`src/rtl/mdu_seq.sv`:
```
// Iterative M-extension sequencer: 64-step shift-add multiply / restoring divide
// on operand magnitudes, one-cycle sign fix-up, result held until consumed.
module mdu_seq #(
  parameter int XLEN  = 64,
  parameter int CNT_W = 7
) (
  input  logic            clock,
  input  logic            reset,
  input  logic            in_valid,
  output logic            in_ready,
  input  logic [7:0]      op,
  input  logic [XLEN-1:0] src1,
  input  logic [XLEN-1:0] src2,
  input  logic [4:0]      rd_i,
  input  logic            flush,
  output logic            out_valid,
  input  logic            out_ready,
  output logic [XLEN-1:0] result,
  output logic [4:0]      rd_o,
  output logic            busy
);

  typedef enum logic [2:0] {IDLE, MUL, DIV, FIX, DONE} state_t;

  localparam logic [XLEN-1:0]  MIN_NEG   = {1'b1, {(XLEN-1){1'b0}}};
  localparam logic [CNT_W-1:0] LAST_STEP = CNT_W'(XLEN-1);

  state_t            state;
  logic [CNT_W-1:0]  cnt;
  logic [7:0]        op_q;
  logic [2*XLEN-1:0] acc;
  logic [XLEN-1:0]   opnd;
  logic              neg_a;
  logic              neg_b;

  logic            op_onehot;
  logic            is_mul_op;
  logic            is_div_op;
  logic            signed1;
  logic            signed2;
  logic            s1_neg;
  logic            s2_neg;
  logic [XLEN-1:0] mag1;
  logic [XLEN-1:0] mag2;
  logic            fast;
  logic [XLEN-1:0] fast_res;

  logic [XLEN:0]     mul_sum;
  logic [2*XLEN-1:0] mul_next;
  logic [XLEN:0]     rem_sh;
  logic              div_ge;
  logic [XLEN-1:0]   div_sub;
  logic [2*XLEN-1:0] div_next;

  logic [2*XLEN-1:0] prod;
  logic [XLEN-1:0]   acc_lo;
  logic [XLEN-1:0]   acc_hi;
  logic [XLEN-1:0]   quo;
  logic [XLEN-1:0]   rem;
  logic [XLEN-1:0]   fix_res;

  assign in_ready = (state == IDLE) && !flush;
  assign busy     = (state != IDLE);

  // Operand decode: signedness per op, then magnitudes used by both datapaths.
  always_comb begin
    op_onehot = (op != 8'd0) && ((op & (op - 8'd1)) == 8'd0);
    is_mul_op = |op[3:0];
    is_div_op = |op[7:4];
    signed1   = op[0] | op[1] | op[2] | op[4] | op[6];
    signed2   = op[0] | op[1] | op[4] | op[6];
    s1_neg    = signed1 & src1[XLEN-1];
    s2_neg    = signed2 & src2[XLEN-1];
    mag1      = s1_neg ? -src1 : src1;
    mag2      = s2_neg ? -src2 : src2;
  end

  // Cases whose answer is known without iterating.
  always_comb begin
    fast     = 1'b0;
    fast_res = '0;
    if (!op_onehot) begin
      fast     = 1'b1;
      fast_res = '0;
    end else if (is_div_op && (src2 == '0)) begin
      fast     = 1'b1;
      fast_res = (op[4] | op[5]) ? '1 : src1;
    end else if ((op[4] | op[6]) && (src1 == MIN_NEG) && (src2 == '1)) begin
      fast     = 1'b1;
      fast_res = op[4] ? MIN_NEG : '0;
    end
  end

  // One iteration of each datapath; acc holds {partial, multiplier/dividend}.
  always_comb begin
    mul_sum  = {1'b0, acc[2*XLEN-1:XLEN]} + (acc[0] ? {1'b0, opnd} : '0);
    mul_next = {mul_sum, acc[XLEN-1:1]};
    rem_sh   = acc[2*XLEN-1:XLEN-1];
    div_ge   = rem_sh >= {1'b0, opnd};
    div_sub  = rem_sh[XLEN-1:0] - opnd;
    div_next = {div_ge ? div_sub : rem_sh[XLEN-1:0], acc[XLEN-2:0], div_ge};
  end

  always_comb begin
    acc_lo  = acc[XLEN-1:0];
    acc_hi  = acc[2*XLEN-1:XLEN];
    prod    = neg_a ? -acc : acc;
    quo     = neg_a ? -acc_lo : acc_lo;
    rem     = neg_b ? -acc_hi : acc_hi;
    fix_res = '0;
    if (op_q[0])
      fix_res = prod[XLEN-1:0];
    else if (|op_q[3:1])
      fix_res = prod[2*XLEN-1:XLEN];
    else if (|op_q[5:4])
      fix_res = quo;
    else if (|op_q[7:6])
      fix_res = rem;
  end

  always_ff @(posedge clock) begin
    if (reset) begin
      state     <= IDLE;
      cnt       <= '0;
      op_q      <= '0;
      acc       <= '0;
      opnd      <= '0;
      neg_a     <= 1'b0;
      neg_b     <= 1'b0;
      out_valid <= 1'b0;
      result    <= '0;
      rd_o      <= '0;
    end else if (flush) begin
      state     <= IDLE;
      cnt       <= '0;
      out_valid <= 1'b0;
    end else begin
      case (state)
        IDLE: begin
          if (in_valid) begin
            op_q  <= op;
            rd_o  <= rd_i;
            neg_a <= s1_neg ^ s2_neg;
            neg_b <= s1_neg;
            cnt   <= '0;
            if (fast) begin
              result    <= fast_res;
              out_valid <= 1'b1;
              state     <= DONE;
            end else if (is_mul_op) begin
              acc   <= {{XLEN{1'b0}}, mag2};
              opnd  <= mag1;
              state <= MUL;
            end else begin
              acc   <= {{XLEN{1'b0}}, mag1};
              opnd  <= mag2;
              state <= DIV;
            end
          end
        end
        MUL: begin
          acc <= mul_next;
          if (cnt == LAST_STEP) begin
            cnt   <= '0;
            state <= FIX;
          end else begin
            cnt <= cnt + 1'b1;
          end
        end
        DIV: begin
          acc <= div_next;
          if (cnt == LAST_STEP) begin
            cnt   <= '0;
            state <= FIX;
          end else begin
            cnt <= cnt + 1'b1;
          end
        end
        FIX: begin
          result    <= fix_res;
          out_valid <= 1'b1;
          state     <= DONE;
        end
        DONE: begin
          if (out_ready) begin
            out_valid <= 1'b0;
            state     <= IDLE;
          end
        end
        default: begin
          state     <= IDLE;
          out_valid <= 1'b0;
        end
      endcase
    end
  end

endmodule

```
`config.mk`:
```
export PLATFORM = sky130hd
export DESIGN_NAME = mdu_seq
export DESIGN_NICKNAME = d
export VERILOG_FILES = /design/src/rtl/mdu_seq.sv
export SDC_FILE = /design/constraint.sdc
export NUM_CORES = 2
export LEC_CHECK = 0
export CORE_ASPECT_RATIO = 0.7
export CORE_MARGIN = 2
export CORE_UTILIZATION = 51
export CTS_BUF_LIST = sky130_fd_sc_hd__clkbuf_2
export CTS_CLUSTER_DIAMETER = 50
export DETAILED_ROUTE_END_ITERATION = 7
export PLACE_DENSITY = 0.67
export SYNTH_ARGS = -nofsm -noshare
export SYNTH_HDL_FRONTEND = slang
export SYNTH_SLANG_ARGS = --single-unit
```
`constraint.sdc`:
```
create_clock -name clock -period 12.95 [get_ports clock]
set_clock_uncertainty 0.15 [all_clocks]
set_input_delay 2.59 -clock clock [delete_from_list [all_inputs] [get_ports clock]]
set_output_delay 2.59 -clock clock [all_outputs]
set_load 0.05 [all_outputs]
```
==> impl_summary.log <==
INFO  metric iter_0_drt_violations = 5238
INFO  metric antenna_found_initial = 6
INFO  metric crit-reg2reg-launch = acc[49]
INFO  metric global_route.usage.total = 0.412
INFO  metric io-pin-count = 218
INFO  metric critical_path.max_stage_delay = 0.95 ns
INFO  metric cap_viol_max_count = 0
INFO  metric run_status = finished clean
INFO  metric final_util = 0.567
INFO  metric share_comb_of_total_power = 0.482
INFO  metric synth_cells = 4398
INFO  metric power.net_switching = 0.00154 W
INFO  metric initial_utilization = 0.516
INFO  metric placeableCoreArea = 58300 um^2
INFO  metric slew-limit-headroom = 0.117
INFO  metric num_rows = 74
INFO  metric synth_async_sr_flop_share = 0
INFO  metric grt_start_max_net_pins = 198
INFO  metric grt_residual_overflow = 0
INFO  metric final_max_slew_viol_count = 0
INFO  metric min_to = cnt[6]
INFO  metric timing.reg2reg.setup_slack = 7.51 ns
INFO  metric worstPathRequired = 13.80 ns
INFO  metric timing.critical_path.cells = clkdlybuf4s50_1 > nor4_1 > nand2_1 > or4_1 > nor4_1 > a32oi_1 > nand2b_1 > a21o_4 > buf_4 > o221ai_1 > o22ai_1 > nor2_1
INFO  metric edff_count_synth = 0
INFO  metric layout-drive-gt1-share = 0.0556
INFO  metric io_buffers = 217
INFO  metric fp.dieH = 207 um
INFO  metric drc = 0
INFO  metric globalplace.congestion = 1.04
INFO  metric synth_ff_type = sky130_fd_sc_hd__dfxtp_1
INFO  metric power.ir.vdd_worst = 0.0774 mV
INFO  metric nNetsFinal = 4673
INFO  metric timing.critical_path.to_type = flop
INFO  metric power.sequential.fraction = 0.301
INFO  metric powerDensity = 99.1 nW/um^2
INFO  metric worst-setup-path-type = input pin to flop
INFO  metric cts.htree.levels = 3
INFO  metric share_of_the_yosys_chip_area_belonging_to_registers = 0.188
INFO  metric synth-seq-cells = 282
INFO  metric average_detailed_routed_wire_length_per_instance = 25.3 um
INFO  metric critical_path.most_common_cell = sky130_fd_sc_hd__nor4_1
INFO  metric post_synth_num_cell_types = 87
INFO  metric die_w = 294 um
INFO  metric synth_most_common_cell = sky130_fd_sc_hd__nor2_1
INFO  metric finalCriticalPeriod = 7.07 ns
INFO  metric p_int = 0.00174 W
INFO  metric worstMarginPinSlew = 1.32 ns
INFO  metric synthTopCellsByCount = 603 x sky130_fd_sc_hd__nor2_1, 405 x sky130_fd_sc_hd__o21ai_0, 380 x sky130_fd_sc_hd__a21oi_1
INFO  metric wl = 132000 um
INFO  metric cts_resized = 0
INFO  metric synth_area_leader_cell = sky130_fd_sc_hd__dfxtp_1
INFO  metric timing.fmax = 0.141 GHz
INFO  metric tritoncts_clock_tree = done
INFO  metric post_synth_main_area_contributors = sky130_fd_sc_hd__dfxtp_1 19%, sky130_fd_sc_hd__nor2_1 7.5%, sky130_fd_sc_hd__o21ai_0 6.7%
INFO  metric synth_area_per_cell = 6.84 um^2
INFO  metric power_switching_share = 0.470
INFO  metric ctsRootBufferMaster = sky130_fd_sc_hd__clkbuf_2
INFO  metric crit_arrival = 7.92 ns
INFO  metric cts-hold-fix-buffers = 0
INFO  metric clockPowerShare = 0.217
INFO  metric grt_setup_unrepaired = no
INFO  metric postRouteAntennaNets = 0
INFO  metric critical_path_peak_fanout = 85
INFO  metric via_per_inst = 6.75
INFO  metric dr.pass1.iters = 7
INFO  metric worstSkewPairLatency = 1.20 ns
INFO  metric dp.final_hpwl = 100000 um
INFO  metric total_clock_buffers_created_by_cts = 75
INFO  metric ctsLongestPathBuffers = 3
INFO  metric timing.reg2reg.worst_path_depth = 11
INFO  metric setup_tns = 0 ns
INFO  metric first_global_vias = 31000
INFO  metric synth.cell_area = 30100 um^2
INFO  metric tritoncts_num_sinks = 282
INFO  metric finalCritPeriodShare = 0.546
INFO  metric cts_post_setup_buffers_inserted = 0
INFO  metric clkSlewWorstSetupHoldPaths = 0.11 ns
INFO  metric final-setup-viol-count = 0
INFO  metric synth.yosys.warnings = 0
INFO  metric worstHoldPathType = flop to flop
INFO  metric fraction_of_post_synthesis_cell_area_in_the_top_cell_type_by_area = 0.188
INFO  metric hold_path.startpoint = cnt[6]
INFO  metric critical_path.startpoint_type = input pin
INFO  metric grt_pass1_wl = 194000 um
INFO  metric syn_to_final_growth = 9.92%
INFO  metric critical-path-slowest-cell = sky130_fd_sc_hd__nor4_1
INFO  metric floorplan.die_area = 61000 um^2
INFO  metric finalHoldViolCount = 0
INFO  metric final_instance_count_excl_fillers = 5207
INFO  metric placedCellCount = 5074
INFO  metric hold_depth = 2
INFO  metric crit-reg2reg-capture = result[58]
INFO  metric cellLeakagePower = 12.7 nW
INFO  metric vias = 35100
INFO  metric synthesis.nets = 4680
stage by stage:
| stage | instance area [um^2] | power [W] | setup WS (ns) | hold slack, ns |
|---|---|---|---|---|
| final | 33100 | 0.00328 | 5.88 | 0.296 |
| after global routing | 33100 | 0.00342 | 5.80 | 0.323 |
| after CTS | 33100 | 0.00321 | 5.94 | 0.294 |
| after detailed placement | 32400 | 0.00251 | 4.99 | 0.278 |
| after global placement | 32400 | 0.00251 | 5.05 | 0.275 |
| after floorplan | 30100 | 0.00203 | 6.92 | 0.262 |
power by group through the flow:
stage	combinational [W]	sequential (W)	clock [W]
2_1_floorplan	0.00102	0.00100	0
3_3_place_gp	0.00151	0.00100	0
3_5_place_dp	0.00151	0.00100	0
4_1_cts	0.00152	0.000981	0.000716
5_1_grt	0.00167	0.000989	0.000760
6_report	0.00158	0.000985	0.000712
flip-flops by register name, indices dropped and copies added (netlist names):
| name | flops |
|---|---|
| rd_o | 5 |
| neg_a | 1 |
| acc | 128 |
| op_q | 8 |
| state | 3 |
| result | 64 |
| cnt | 7 |
| out_valid | 1 |
| neg_b | 1 |
| opnd | 64 |
placed cells by master (no fill, tap or decap), types with 58 or more instances in the layout:
cell | netlist | routed
sky130_fd_sc_hd__a221oi_1 | 60 | 60
sky130_fd_sc_hd__dfxtp_1 | 282 | 280
sky130_fd_sc_hd__a211oi_1 | 158 | 157
sky130_fd_sc_hd__a21oi_1 | 380 | 379
sky130_fd_sc_hd__ha_1 | 134 | 134
sky130_fd_sc_hd__buf_4 | 0 | 58
sky130_fd_sc_hd__xnor2_1 | 195 | 195
sky130_fd_sc_hd__a21o_1 | 100 | 99
sky130_fd_sc_hd__xor2_1 | 198 | 198
sky130_fd_sc_hd__nor2_1 | 603 | 602
sky130_fd_sc_hd__clkbuf_2 | 0 | 112
sky130_fd_sc_hd__inv_1 | 128 | 127
sky130_fd_sc_hd__nor3_1 | 122 | 121
sky130_fd_sc_hd__o31ai_1 | 66 | 66
sky130_fd_sc_hd__o21ai_0 | 405 | 405
sky130_fd_sc_hd__nand3_1 | 81 | 81
sky130_fd_sc_hd__nand2_1 | 324 | 324
sky130_fd_sc_hd__clkdlybuf4s50_1 | 0 | 216
sky130_fd_sc_hd__nand4_1 | 72 | 72
cell families (layout without fill, tap and decap cells):
logic type	after synthesis	after routing	share of synthesized area
xor gates and xnor gates	393	393	0.114
muxes	43	43	0.0144
adders and majority gates	137	137	0.0574
buffers and inverters	489	534	0.0618
other	0	4	0
DFF	282	282	0.188
AOI/OAI and AO/OA	1564	1564	0.333
and+or+nand+nor	1490	1490	0.231
how the worst max path moves through the flow:
| stage | from | end | slack [ns] | cells past startpoint |
|---|---|---|---|---|
| floorplan | flush | in_ready | 6.92 | 1 |
| global placement | src1[14] | opnd[14] | 5.05 | 12 |
| detailed placement | src1[14] | opnd[12] | 4.99 | 12 |
| CTS | flush | in_ready | 5.94 | 3 |
| global route | src1[2] | opnd[24] | 5.80 | 12 |
| finish | src1[2] | result[25] | 5.88 | 12 |
routing by layer:
metal	global-route usage	wire, um
met5	0	13
met4	0.176	6450
met3	0.0903	15300
met2	0.576	53000
met1	0.602	56900
cell type report:
type                       count  area (um^2)
fill                        5871        25200
multi-input combinational   3627        22700
sequential                   282         5650
timing repair buffer         276         2630
tap                          760          951
clock buffer                 112          561
inverter                     129          484
clock inverter                17          126
antenna                        4         10.0
critical path: cells and delay by family:
family,cells,cell delay (ns)
buf+inv,2,1.25
simple gates,6,3.03
compound gates,4,0.96
No activity file was read; power rests on OpenSTA's default activity.
